--- config.mk ---
export PLATFORM = sky130hd
export DESIGN_NAME = rr_priority_encoder
export DESIGN_NICKNAME = d
export VERILOG_FILES = /design/src/rtl/rr_priority_encoder.sv
export SDC_FILE = /design/constraint.sdc
export NUM_CORES = 1
export LEC_CHECK = 0
export BUFFER_PORTS_ARGS = -buffer_cell sky130_fd_sc_hd__buf_2
export CAP_MARGIN = 20
export CORE_AREA = 2 2 39 41
export CTS_CLUSTER_DIAMETER = 50
export DETAILED_ROUTE_END_ITERATION = 12
export DIE_AREA = 0 0 41 43
export MAX_ROUTING_LAYER = met4
export PLACE_DENSITY = 0.68
export SLEW_MARGIN = 5
export SYNTH_ARGS = -nofsm -noshare
export SYNTH_HDL_FRONTEND = slang
export SYNTH_SLANG_ARGS = --single-unit
--- constraint.sdc ---
create_clock -name clk -period 1.2 [get_ports clk]
set_input_delay 0 -clock clk [delete_from_list [all_inputs] [get_ports clk]]
set_output_delay 0 -clock clk [all_outputs]
set_load 0.005 [all_outputs]
--- src/rtl/rr_priority_encoder.sv ---
// Registered N-to-log2(N) priority encoder with valid/ready on both sides.
// MODE=0 picks the lowest set bit; MODE=1 scans round-robin from a rotating
// pointer so that repeated identical requests are served fairly.
module rr_priority_encoder #(
    parameter int N    = 8,
    parameter int W    = $clog2(N),
    parameter int MODE = 0
) (
    input  logic         clk,
    input  logic         rst,
    input  logic         in_valid,
    input  logic [N-1:0] data,
    output logic         in_ready,
    output logic         out_valid,
    input  logic         out_ready,
    output logic [W-1:0] index,
    output logic         zero,
    output logic         multi
);

    localparam logic [W:0]   N_V  = (W+1)'(N);
    localparam logic [W-1:0] N_M1 = W'(N-1);

    logic         out_valid_q;
    logic [W-1:0] index_q, index_d;
    logic         zero_q, zero_d;
    logic         multi_q, multi_d;
    logic [W-1:0] ptr_q;
    logic [N-1:0] data_m;
    logic [N-1:0] rot;
    logic [W-1:0] k;
    logic [W:0]   sum;
    logic         in_acc;

    // Masking data keeps an undriven bus from reaching the encode logic.
    assign data_m   = in_valid ? data : '0;
    assign in_ready = !rst && (!out_valid_q || out_ready);
    assign in_acc   = in_valid && in_ready;

    // Rotate so ptr lands at bit 0, take the lowest set bit, then undo the
    // rotation modulo N (works for non-power-of-2 N as ptr < N always).
    always_comb begin
        rot = N'({data_m, data_m} >> ptr_q);
        k   = '0;
        for (int i = N-1; i >= 0; i--) begin
            if (rot[i]) k = W'(i);
        end
        sum = {1'b0, ptr_q} + {1'b0, k};
        if (sum >= N_V) sum = sum - N_V;
        zero_d  = ~|data_m;
        multi_d = |(data_m & (data_m - 1'b1));
        index_d = zero_d ? '0 : sum[W-1:0];
    end

    generate
        if (MODE == 1) begin : g_rr
            logic [W-1:0] ptr_d;
            assign ptr_d = (index_d == N_M1) ? '0 : index_d + 1'b1;
            // Pointer advances past the granted bit; an empty vector leaves it alone.
            always_ff @(posedge clk or posedge rst) begin
                if (rst)                  ptr_q <= '0;
                else if (in_acc && !zero_d) ptr_q <= ptr_d;
            end
        end else begin : g_fixed
            assign ptr_q = '0;
        end
    endgenerate

    // Result registers load on input accept only; out_valid tracks occupancy.
    always_ff @(posedge clk or posedge rst) begin
        if (rst) begin
            out_valid_q <= 1'b0;
            index_q     <= '0;
            zero_q      <= 1'b0;
            multi_q     <= 1'b0;
        end else begin
            if (in_acc) begin
                index_q <= index_d;
                zero_q  <= zero_d;
                multi_q <= multi_d;
            end
            if (in_acc)         out_valid_q <= 1'b1;
            else if (out_ready) out_valid_q <= 1'b0;
        end
    end

    assign out_valid = out_valid_q;
    assign index     = index_q;
    assign zero      = zero_q;
    assign multi     = multi_q;

endmodule

==> flow_metrics.env <==
export IMPL_path_cells="nand2b_1, nand3_2, buf_4, a21oi_1, a221o_1"
export IMPL_fin_util_pct=41.0
export IMPL_ff2ff_path_depth=5
export IMPL_ys_ff_latch=6
export IMPL_final_common_cell="buf_2"
export IMPL_setup_worst_path_end_class="register"
export IMPL_antenna_left=0
export IMPL_crit_start="out_valid$_DFFE_PP0P_"
export IMPL_setup_viol=0
export IMPL_min_period_ns=1.14
export IMPL_cts_buffer_depth=2
export IMPL_worst_pin_slew_ns=0.353
export IMPL_p_int_mw=0.412
export IMPL_hold_class="in2reg"
export IMPL_max_freq_mhz=880
export IMPL_routabilityCongestion=0.694
export IMPL_area_delta_synth_final_pct=42.9
export IMPL_max_vdd_ir_drop_v=0.000237
export IMPL_cap_violations=0
export IMPL_antenna_found_initial=0
export IMPL_avgViaCountPerCell=5.08
export IMPL_clock_root_buffer="clkbuf_4"
export IMPL_drv_slew=0
export IMPL_syn_instance_count=45
export IMPL_syn_cell_area_sq_um=397
export IMPL_grt_pass1_vias=366
export IMPL_p_leak_nw=0.275
export IMPL_critPathCapture="multi$_DFFE_PP0P_"
export IMPL_synthDistinctLibCells=22
export IMPL_rows=14
export IMPL_pwr_share_clk_pct=31.8
export IMPL_status="finished clean"
export IMPL_ys_seq_area_share_pct=37.9
export IMPL_cp_start_kind="register"
export IMPL_clkSinkCount=6
export IMPL_wl_per_cell_um=10.9
export IMPL_track_usage_pct=12.1
export IMPL_fillCellCount=146
export IMPL_powerDensity_nw_per_um2=995
export IMPL_via_count=437
export IMPL_reg2reg_to="multi$_DFFE_PP0P_"
export IMPL_cts_htree_levels=1
export IMPL_grt_start_max_net_pins=9
export IMPL_final_cells=86
export IMPL_p_switching_mw=0.152
export IMPL_fin_tns_setup_ns=0
export IMPL_worst_path_max_delay_cell="dfrtp_1"
export IMPL_drt_initial_drc_count=7
export IMPL_die_area_sq_um=1760
export IMPL_finalHoldViolations=0
export IMPL_yosys_warnings=0
export IMPL_crit_fanout=5
export IMPL_start_util_pct=28.7
export IMPL_drive_gt1_share_pct=41.4
export IMPL_total_power_mw=0.564
export IMPL_drcViolationCount=0
export IMPL_clk_latency_ns=0.24
export IMPL_syn_area_per_cell_sq_um=8.81
export IMPL_worstPathArrival_ns=1.26
export IMPL_worstPathRequired_ns=1.32
export IMPL_clkTransAtPathRegs_ns=0.04
export IMPL_die_h_um=43
export IMPL_worstReg2RegStart="out_valid$_DFFE_PP0P_"
export IMPL_slew_headroom_pct=75.9
export IMPL_port_buffers=18
export IMPL_dp_cells=82
export IMPL_seqCellArea_sq_um=150
export IMPL_period_share_pct=94.7
export IMPL_antenna_cells=0
export IMPL_synth_nets=57
export IMPL_switching_share_pct=26.9
export IMPL_routed_wl_um=934
export IMPL_cts_tree="built"
export IMPL_grt_overflow=0
export IMPL_power_frac_comb_pct=26.0
export IMPL_fin_nets=84
export IMPL_seq_power_share_pct=42.2
export IMPL_cts_buffers=3
export IMPL_crit_type="reg2reg"
export IMPL_multi_input_area_sq_um=233
export IMPL_grt_pass1_wl_um=1470
export IMPL_die_w_um=41
export IMPL_drt_first_pass_iters=4
export IMPL_io_pins=19
export IMPL_layout_common_cells="buf_2 (18), dfrtp_1 (6), nor2_1 (4), a21oi_1 (4), buf_4 (4)"
export IMPL_fin_skew_ns=0.00279
export IMPL_critical_path_max_stage_delay_ns=0.33
export IMPL_core_sq_um=1380
export IMPL_ff2ff_setup_slack_ns=0.06
-- sequential cells by signal (all words and copies together), names as in the netlist --
| signal | flops |
|---|---|
| out_valid | 1 |
| index | 3 |
| multi | 1 |
| zero | 1 |
-- stage by stage --
step,setup WS (ns),hold slack (ns),cell area (sq um)
floorplan,0.0215,-0.195,397
global placement,0.0634,0.00220,529
detailed placement,0.0283,0.00764,529
CTS,0.0186,0.0485,562
global route,-0.00309,0.0978,567
finish,0.0630,0.0735,567
-- power groups by stage --
stage	logic, mW	clock network (mW)	registers (mW)
2_1_floorplan	0.0582	0	0.244
3_3_place_gp	0.142	0	0.241
3_5_place_dp	0.144	0	0.241
4_1_cts	0.147	0.190	0.238
5_1_grt	0.166	0.198	0.241
6_report	0.147	0.180	0.238
-- cell usage after synthesis --
library cell,instances,share of area (%)
o31ai_1,2,3.8
or3_1,2,3.2
and2_1,1,1.6
buf_4,1,1.9
a21oi_1,4,5.0
a32o_1,1,2.5
mux2_2,1,2.8
nor3_1,3,3.8
nor2b_1,1,1.6
nand2_1,3,2.8
dfrtp_1,6,38
nor4_1,2,3.2
nand2b_1,1,1.6
a21boi_0,1,1.9
a221o_1,1,2.5
nor2_1,4,3.8
nor4_2,1,3.2
nand3_1,1,1.3
o21ai_0,2,2.5
inv_1,3,2.8
a2111oi_0,3,6.6
a2111oi_2,1,3.8
-- critical path, delay by kind of cell, from the launching register on --
family	cells	cell delay, ns
AOI/OAI and AO/OA	2	0.35
DFF	1	0.33
buffers and inverters	1	0.13
and+or+nand+nor	2	0.21
-- layout make-up --
type | count | share of cell area (%)
Clock buffer | 3 | 3.97
Inverter | 3 | 1.99
Tap cell | 16 | 3.53
Sequential cell | 6 | 26.5
Timing Repair Buffer | 23 | 23.0
Multi-Input combinational cell | 35 | 41.1
-- repair_timing --
| item | CTS | global route |
|---|---|---|
| endpoints found under the setup margin | 0 | 2 |
| hold buffers | 1 | 0 |
| setup buffers | 0 | 0 |
| endpoints found under the hold margin | 6 | 0 |
| gates resized for setup | 0 | 1 |
-- worst min path at each step --
stage | from | end | slack, ns | depth (start not counted)
after detailed placement | rst | index[0]$_DFFE_PP0P_ | 0.008 | 3
after floorplan | rst | index[0]$_DFFE_PP0P_ | -0.20 | 1
after global routing | out_ready | out_valid$_DFFE_PP0P_ | 0.1 | 3
after global placement | rst | out_valid$_DFFE_PP0P_ | 0.002 | 3
after CTS | out_ready | out_valid$_DFFE_PP0P_ | 0.05 | 3
final | out_ready | out_valid$_DFFE_PP0P_ | 0.07 | 3
-- kinds of logic (layout without fill, tap and decap cells) --
logic type / after synthesis / in the layout / share of synthesized area, %
mux: 1 / 1 / 2.84
flops: 6 / 6 / 37.9
simple gates: 19 / 19 / 25.9
buf+inv: 4 / 29 / 4.73
compound gates: 15 / 15 / 28.7
-- metal layers --
metal	routed length (um)	track usage (%)
met5	0	-
met4	0	6.00
met3	104	1.57
met2	433	18.8
met1	396	14.8
No activity file was read; power rests on OpenSTA's default activity.
